==> src/rtl/arb_pkg.sv <==
`default_nettype none
// ============================================================================
// arb_pkg : shared types for the ibus/dbus memory arbiter
// Rev 1.0 : initial release
// ============================================================================
package arb_pkg;

  localparam int ARB_ADDR_W = 64;
  localparam int ARB_DATA_W = 64;
  localparam int ARB_STRB_W = ARB_DATA_W / 8;

  typedef enum logic [1:0] {
    IDLE    = 2'd0,
    GRANT_I = 2'd1,
    GRANT_D = 2'd2,
    DONE    = 2'd3
  } arb_state_e;

  typedef enum logic [1:0] {
    OWNER_NONE = 2'd0,
    OWNER_I    = 2'd1,
    OWNER_D    = 2'd2
  } arb_owner_e;

  typedef struct packed {
    logic                  is_write;
    logic [ARB_ADDR_W-1:0] addr;
    logic [2:0]            size;
    logic [ARB_STRB_W-1:0] strobe;
    logic [ARB_DATA_W-1:0] wdata;
  } mem_req_latch_t;

endpackage
`default_nettype wire

==> src/rtl/mem_arbiter.sv <==
`default_nettype none
// ============================================================================
// mem_arbiter : shares one memory bus between ibus and dbus, dbus priority
//               with a bounded-wait rule so fetch cannot starve
// Rev 1.0 : initial release
// ============================================================================
import arb_pkg::*;

module mem_arbiter #(
  parameter int ADDR_W   = ARB_ADDR_W,
  parameter int DATA_W   = ARB_DATA_W,
  parameter int MAX_WAIT = 4
) (
  input  logic              clk,
  input  logic              rst,
  input  logic              i_valid,
  input  logic [ADDR_W-1:0] i_addr,
  input  logic [2:0]        i_size,
  output logic              i_ready,
  output logic [DATA_W-1:0] i_data,
  input  logic              d_valid,
  input  logic [ADDR_W-1:0] d_addr,
  input  logic [2:0]        d_size,
  input  logic [DATA_W/8-1:0] d_strobe,
  input  logic [DATA_W-1:0] d_wdata,
  output logic              d_ready,
  output logic [DATA_W-1:0] d_rdata,
  output logic              m_valid,
  output logic              m_is_write,
  output logic [ADDR_W-1:0] m_addr,
  output logic [2:0]        m_size,
  output logic [DATA_W/8-1:0] m_strobe,
  output logic [DATA_W-1:0] m_wdata,
  input  logic              m_ready,
  input  logic [DATA_W-1:0] m_rdata,
  output logic [1:0]        owner
);

  localparam int              WAIT_W   = $clog2(MAX_WAIT + 1);
  localparam logic [WAIT_W-1:0] WAIT_MAX = WAIT_W'(MAX_WAIT);

  arb_state_e        state_q, state_d;
  mem_req_latch_t    req_q, req_d;
  logic [WAIT_W-1:0] wait_cnt_q, wait_cnt_d;

  always_comb begin
    state_d    = state_q;
    req_d      = req_q;
    wait_cnt_d = wait_cnt_q;
    case (state_q)
      IDLE: begin
        // dbus wins unless fetch has already lost MAX_WAIT times in a row
        if (d_valid && (!i_valid || (wait_cnt_q != WAIT_MAX))) begin
          state_d        = GRANT_D;
          req_d.is_write = |d_strobe;
          req_d.addr     = ARB_ADDR_W'(d_addr);
          req_d.size     = d_size;
          req_d.strobe   = ARB_STRB_W'(d_strobe);
          req_d.wdata    = ARB_DATA_W'(d_wdata);
          // the guard above keeps this below WAIT_MAX, so it saturates
          if (i_valid) begin
            wait_cnt_d = wait_cnt_q + WAIT_W'(1);
          end
        end else if (i_valid) begin
          state_d    = GRANT_I;
          req_d      = '0;
          req_d.addr = ARB_ADDR_W'(i_addr);
          req_d.size = i_size;
          wait_cnt_d = '0;
        end
      end
      GRANT_I, GRANT_D: begin
        if (m_ready) begin
          state_d = DONE;
        end
      end
      DONE:    state_d = IDLE;
      default: state_d = IDLE;
    endcase
  end

  always_ff @(posedge clk or posedge rst) begin
    if (rst) begin
      state_q    <= IDLE;
      req_q      <= '0;
      wait_cnt_q <= '0;
    end else begin
      state_q    <= state_d;
      req_q      <= req_d;
      wait_cnt_q <= wait_cnt_d;
    end
  end

  always_comb begin
    m_valid    = (state_q == GRANT_I) || (state_q == GRANT_D);
    m_is_write = req_q.is_write;
    m_addr     = ADDR_W'(req_q.addr);
    m_size     = req_q.size;
    m_strobe   = (DATA_W/8)'(req_q.strobe);
    m_wdata    = DATA_W'(req_q.wdata);
    i_ready    = (state_q == GRANT_I) && m_ready;
    d_ready    = (state_q == GRANT_D) && m_ready;
    i_data     = i_ready ? m_rdata : '0;
    d_rdata    = d_ready ? m_rdata : '0;
    case (state_q)
      GRANT_I: owner = OWNER_I;
      GRANT_D: owner = OWNER_D;
      default: owner = OWNER_NONE;
    endcase
  end

endmodule
`default_nettype wire

==> config.mk <==
export PLATFORM = sky130hd
export DESIGN_NAME = mem_arbiter
export DESIGN_NICKNAME = d
export VERILOG_FILES = /design/src/rtl/arb_pkg.sv /design/src/rtl/mem_arbiter.sv
export SDC_FILE = /design/constraint.sdc
export NUM_CORES = 1
export LEC_CHECK = 0
export ABC_AREA = 1
export CORE_AREA = 2 2 214 216
export CTS_CLUSTER_SIZE = 24
export DETAILED_ROUTE_END_ITERATION = 8
export DIE_AREA = 0 0 216 218
export SYNTH_ARGS = -nofsm -noshare
export SYNTH_HDL_FRONTEND = slang
export SYNTH_SLANG_ARGS = --single-unit
==> constraint.sdc <==
create_clock -name clk -period 11.3 [get_ports clk]
set_input_delay 1.695 -clock clk [delete_from_list [all_inputs] [get_ports clk]]
set_output_delay 1.695 -clock clk [all_outputs]
set_load 0.02 [all_outputs]
---- Word-level counts from Yosys, hierarchy flattened ----
Cells that the tools add are included.
operators by class
  add/sub/neg operators ................... 1
  equality and inequality tests ........... 6
  mux-type cells .......................... 12
  reductions and logical operators ........ 13
operators with widths
  operator                                                                count
  140-bit two-way mux                                                     2
  64-bit two-way mux                                                      2
  3-bit two-way mux                                                       3
  8-bit OR reduction                                                      1
  2-bit two-way mux                                                       3
  3-bit != test (second input constant)                                   2
  2-bit case mux with 3 select lines                                      1
  2-bit AND reduction                                                     3
  2-bit equality test (second input constant)                             2
  2-bit case mux with 2 select lines                                      1
  3-bit by 1-bit adder with 3-bit output (second input constant)          1
  1-bit logical AND                                                       3
  2-bit by 1-bit equality test with 1-bit output (second input constant)  1
  2-bit logical NOT                                                       1
  1-bit logical OR                                                        2
  2-bit != test (second input constant)                                   1
  2-bit nonzero test                                                      1
  2-bit OR reduction                                                      1
  1-bit logical NOT                                                       1
storage, ports and cells
  bits in registers ....................... 145
  input port bits ......................... 275
  word-level logic and storage cells ...... 39

---- Logic depth before layout (Yosys ltp) ----
  depth in word-level cells ............... 5
  mapped depth ............................ 9
  mapped depth without buffers ............ 7

---- Least setup slack after synthesis ----
OpenSTA, ideal clock, no wires.
  path kind ............................... in2out
  start point ............................. in m_ready
  end point ............................... out d_ready
  arrival ................................. 2.475 ns
  data required time ...................... 9.605 ns
  slack ................................... 7.130 ns
  stages on the path ...................... 4
  buffers on the path ..................... 2
  path through ............................ nand2_1 > clkbuf_1 > clkbuf_1 > inv_1
between the ends
  longest elaborated chain between the ends .. 1
ends and longest elaborated chain
  what                line                RTL
  start: declaration  mem_arbiter.sv:34   input logic m_ready,
  1-bit logical AND   mem_arbiter.sv:102  d_ready = (state_q == GRANT_D) && m_ready;
  end: declaration    mem_arbiter.sv:26   output logic d_ready,
Every way passes these cells.

---- Worst setup path after layout ----
  start point ............................. in m_ready
  end point ............................... out d_rdata[15]
between the ends
  longest elaborated chain between the ends .. 2
ends and longest elaborated chain
  what                line                RTL
  1-bit logical AND   mem_arbiter.sv:102
  64-bit two-way mux  mem_arbiter.sv:104  d_rdata = d_ready ? m_rdata : '0;
  end: declaration    mem_arbiter.sv:27   output logic [DATA_W-1:0] d_rdata,
Every way passes these cells.

==> impl_metrics.json <==
{
  "ir_worst_vdd_uv": 113,
  "ctsHoldBuffers": 0,
  "grt_max_degree": 80,
  "die_area_mm2": 0.0471,
  "cts_htree_levels": 4,
  "worst_pin_slew_ns": 1.17,
  "setup.worst_path.end_class": "output pin",
  "first_pass_grt_wire_length_um": 55600,
  "dr.first_iter.drc_count": 531,
  "drv_cap": 0,
  "power_frac_seq_pct": 27.2,
  "drtPass1Iterations": 5,
  "multi_input_logic_area_mm2": 0.00307,
  "synth_mux_area_share_pct": 0,
  "final_min_period_over_clock_period_pct": 49.7,
  "reg2regPathDepth": 8,
  "power_report.internal_total_mw": 1.84,
  "post_synth_inst_count": 1151,
  "drt-total-wl_um": 37900,
  "combinationalPowerShare_pct": 55.0,
  "post_dp_cell_area_mm2": 0.0138,
  "cp_data_arrival_time_ns": 3.92,
  "synth.net_count": 1434,
  "timing.final.setup_violations": 0,
  "seq_area_mm2": 0.00363,
  "port_buffers": 547,
  "status": "completed",
  "hp-start": "m_addr[59]",
  "ys_seq_elements": 145,
  "post_route_cells_drive_above_1_share_pct": 2.76,
  "finish.instance_area_mm2": 0.0144,
  "postSynthAreaPerCell_um2": 6.78,
  "layout_commonest_cell": "sky130_fd_sc_hd__clkdlybuf4s50_1",
  "switching_power_mw": 1.38,
  "regToRegSetupSlack_ns": 7.70,
  "sequential_area_share_after_synthesis_pct": 46.5,
  "cts_root_buf": "sky130_fd_sc_hd__clkbuf_16",
  "fill_cells": 4797,
  "dominant_combinational_cell_family_by_area_after_synthesis": "simple AND/OR/NAND/NOR gates",
  "ys_types": 20,
  "critical_path_cell_by_cell": "clkdlybuf4s50_1, nand2_2, nor2_1, clkdlybuf4s50_1",
  "fmax_mhz": 178,
  "routed_via_density": 3.96,
  "hold_class": "reg2reg",
  "min_to": "m_addr[59]",
  "die-height_um": 218,
  "layout.cells.most_common_list": "sky130_fd_sc_hd__clkdlybuf4s50_1, sky130_fd_sc_hd__nand2_1, sky130_fd_sc_hd__inv_1, sky130_fd_sc_hd__dfrtp_1, sky130_fd_sc_hd__nand3_1",
  "timing_hold_violations_final": 0,
  "syn_area_mm2": 0.00780,
  "pwr_density_cell_mw_per_mm2": 224,
  "finalHoldWorstSlack_ns": 0.476,
  "first_global_vias": 9324,
  "cpMaxStageDelayCell": "sky130_fd_sc_hd__clkdlybuf4s50_1",
  "crit-reg2reg-capture": "m_addr[62]",
  "initial_utilization_pct": 17.4,
  "cts_repair_resize_count": 0,
  "post-layout-total-power_mw": 3.22,
  "reg2reg_from": "wait_cnt_q[0]",
  "synth_compound_gate_area_share_pct": 2.20,
  "design.portCount": 548,
  "routabilityCongestion": 0.892,
  "critical_path.max_fanout": 65,
  "num_vias": 9009,
  "yosys_warnings": 0,
  "finClkSkew_ns": 0.0123,
  "gr-usage-met2_pct": 27.9,
  "period_needed_ns": 5.61,
  "detail_route.drc_violations": 0,
  "area_growth_pct": 84.1,
  "postCtsSetupBuffers": 0,
  "clock_transition_time_at_the_flip_flop_clock_pins_of_the_worst_setup_and_hold_paths_ns": 0.06,
  "clock_latency_ns": 0.46,
  "groute.layer.met1.usage_pct": 16.6,
  "p_leak_nw": 7.06,
  "layout.nets": 1937,
  "clock_tree.buffer_depth": 2,
  "antenna_violations_before_repair": 11,
  "groute.usage.overall_pct": 15.7,
  "die_w_um": 216,
  "ant_nets": 0,
  "yosys.area_share.simple_pct": 35.5,
  "core_area_mm2": 0.0449,
  "fp-row-count": 78,
  "switching_share_pct": 42.8,
  "timing_max_transition_violations_final": 0,
  "numCtsBuffers": 17,
  "route.detailed.wl_per_inst_um": 16.7,
  "clkSinkCount": 145,
  "max_stage_delay_ns": 0.67,
  "global_route.peak_usage_layer": "met2",
  "required_ns": 9.61,
  "hold_path_depth": 2,
  "path_common_cell": "sky130_fd_sc_hd__clkdlybuf4s50_1",
  "power.share.clock_pct": 17.7,
  "cts_tree": "built",
  "start_kind": "primary input",
  "worst-setup-path-type": "in2out",
  "fin_setup_tns_ns": 0,
  "synth_xor_xnor_area_share_pct": 0.112,
  "timing.max_slew.rel_slack_pct": 21.8,
  "setup_repair_after_global_routing_missed_its_margin": "no",
  "adder_and_majority_gate_portion_of_the_synthesized_area_pct": 1.28,
  "use_met3_pct": 5.16,
  "grt_overflow": 0,
  "detailed_place_hpwl_um": 28800
}
[cells by family after synthesis]
kind of cell / after synthesis
AND/OR/NAND/NOR: 683
buffers and inverters: 280
adder cells (fa/ha/maj): 8
XOR/XNOR: 1
AO/OA/AOI/OAI: 34
flip-flops: 145
[sequential cells by signal (all words and copies together) (netlist names)]
register,flops
state_q,2
m_addr,64
m_strobe,8
m_is_write,1
m_size,3
m_wdata,64
wait_cnt_q,3
[worst max-delay path: cells and delay by family]
kind / cells / cell delay (ns)
buf+inv: 2 / 1.23
simple gates: 2 / 0.96
[worst max-delay path by stage]
stage	from	endpoint	slack (ns)	cells after the start
floorplan	rst	m_addr[0]	5.71	1
global placement	m_ready	d_rdata[33]	5.74	4
CTS	m_ready	d_rdata[15]	5.69	4
finish	m_ready	d_rdata[15]	5.69	4
global route	m_ready	i_data[20]	5.48	4
detailed placement	m_ready	d_rdata[24]	5.71	4
[synth_stat cells]
library cell	instances	area [µm²]
sky130_fd_sc_hd__xor2_1	1	8.76
sky130_fd_sc_hd__o22ai_1	1	6.26
sky130_fd_sc_hd__buf_4	11	82.6
sky130_fd_sc_hd__ha_1	8	100
sky130_fd_sc_hd__a21oi_1	1	5.00
sky130_fd_sc_hd__nand3_1	137	686
sky130_fd_sc_hd__nand4_1	1	6.26
sky130_fd_sc_hd__buf_2	25	125
sky130_fd_sc_hd__clkbuf_2	1	5.00
sky130_fd_sc_hd__buf_1	3	11.3
sky130_fd_sc_hd__o21ai_0	28	140
sky130_fd_sc_hd__nor2_4	3	33.8
sky130_fd_sc_hd__nor2_1	133	499
sky130_fd_sc_hd__inv_2	2	7.51
sky130_fd_sc_hd__inv_1	209	785
sky130_fd_sc_hd__dfrtp_1	145	3630
sky130_fd_sc_hd__o21ai_1	4	20.0
sky130_fd_sc_hd__clkbuf_1	29	109
sky130_fd_sc_hd__nand3_2	1	10.0
sky130_fd_sc_hd__nand2_1	408	1530
[metrics by stage]
stage,std cells,setup slack [ns],utilization (%)
after floorplan,1151,5.71,-
after global placement,2235,5.74,30.7
after detailed placement,2235,5.71,30.7
after CTS,2267,5.69,32.0
after global routing,2273,5.48,32.0
final,2273,5.69,32.0
[power by group through the flow]
stage	Clock, mW	Sequential (mW)	Combinational (mW)
after detailed placement	0	0.883	1.79
after floorplan	0	1.15	0.633
final	0.571	0.877	1.77
after global routing	0.609	0.907	1.92
after CTS	0.594	0.877	1.80
after global placement	0	0.871	1.78
[final cells by class]
class | instances | share of cell area, %
multi-input cells | 726 | 21.4
repair buffers | 553 | 38.4
flip-flops and latches | 145 | 25.3
clock buffers | 21 | 3.14
inverters | 211 | 5.57
diodes | 6 | 0.105
clock inverters | 11 | 0.915
well taps | 600 | 5.23
[layer usage]
layer	vias to the layer above	routed length, µm
met2	403	19100
met5	-	23
met1	4138	14300
li1	4393	-
met3	71	2870
met4	4	1540
Power figures use the tool's default switching activity.
==> variant (config.mk and constraints unchanged) <==
`ARB_ADDR_W`: 64 -> 96.
--- a/src/rtl/arb_pkg.sv
+++ b/src/rtl/arb_pkg.sv
@@ -7,3 +7,3 @@
 
-  localparam int ARB_ADDR_W = 64;
+  localparam int ARB_ADDR_W = 96;
   localparam int ARB_DATA_W = 64;
Interface: changed (resized d_addr, i_addr and m_addr); port bits go from 548 to 644. No check against the original RTL was run, so the function may have changed too.
==> variant against the unedited design <==
Register-to-register slack gained 0.03 ns; final area is 19% higher; worst setup slack got worse by 0.021 ns; sequential cell count up 32; power rose by 21%; critical path type unchanged; global-route usage up 3.3 points; wire length up 21%; area after synthesis grew 23%; via count increased by 22%; largest power group unchanged.
==> variant: results (changes against the unedited design) <==
| Metric | Value |
|---|---|
| Final GP Congestion | 0.881 (-1.2%) |
| FF-to-FF End | m_wdata[63]$_DFFE_PP0P_ |
| Fraction of layout cells with a size suffix above 1 | 2.33% (-0.43 points) |
| Outcome | finished clean |
| First-pass GRT wire length | 67600 µm (+22%) |
| R2r setup slk | 7.73 ns (+0.03 ns) |
| Top post-synthesis cells by area | dfrtp_1, nand2_1, inv_1, nand3_1, nor2_1 |
| WP data arrival | 3.94 ns (+0.02 ns) |
| Hold Path Origin | m_addr[10]$_DFFE_PP0P_ |
| Top post-synthesis cells by count | nand2_1, inv_1, nand3_1 |
| Placed Cells | 2587 (+16%) |
| Routed vias/inst | 4.19 (+5.6%) |
| Setup WS post-layout | 5.67 ns (-0.0209 ns) |
| Synth cell types | 19 (-5.0%) |
| Seq pwr | 1.08 mW (+23%) |
| Vias in the first global route | 11200 (+21%) |
| Xor and xnor fraction of the mapped netlist area | 0.0911% (-0.021 points) |
| VDD IR max | 0.149 mV (+32%) |
| Sequential cell area fraction in the yosys report | 46.1% (-0.44 points) |
| Crit path capture | d_rdata[40] |
| DP Area | 16500 µm² (+20%) |
| Largest net degree at the start of global routing | 146 (+83%) |
| Via count | 11000 (+22%) |
| Routed WL | 46000 µm (+21%) |
| Syn nets | 1773 (+24%) |
| Slew margin rel. | 22.1% (+0.30 points) |
| Syn Area/Cell | 6.74 µm² (-0.52%) |
| Compound-Gate Fraction of Synth Area | 2.62% (+0.42 points) |
| Hold Worst Slack | 0.477 ns (+0.00107 ns) |
| GRT Total Usage | 19.0% (+3.3 points) |
| Port buffer count | 643 (+18%) |
| Leak | 8.55 nW (+21%) |
| Worst hold endpoint | m_addr[10]$_DFFE_PP0P_ |
| Sequential share of power | 27.7% (+0.5 points) |
==> variant: cell types whose count changed after synthesis, sizes merged <==
| cell | before | now |
|---|---|---|
| nand2 | 408 | 488 |
| inv | 211 | 275 |
| nand3 | 138 | 202 |
| o21ai | 32 | 48 |
| clkbuf | 30 | 39 |
| buf | 39 | 49 |
| dfrtp | 145 | 177 |
==> variant: per-layer routing <==
metal  track usage [%]  vias to the layer above  routed length, µm
met4              9.00                        4               1290
met1              20.5                     5165              17400
met5                 0                        -                 27
met3              5.01                       50               3070
li1                  -                     5376                  -
met2              34.6                      416              24200
==> variant: cell type report <==
cell class | instances | area [µm²] | share of cell area [%]
Clock inverter | 12 | 205 | 1.20
Sequential cell | 177 | 4430 | 25.8
Clock buffer | 19 | 443 | 2.58
Inverter | 275 | 1040 | 6.09
Antenna cell | 13 | 32.5 | 0.190
Multi-Input combinational cell | 886 | 3760 | 21.9
Tap cell | 600 | 751 | 4.38
Timing Repair Buffer | 649 | 6490 | 37.8
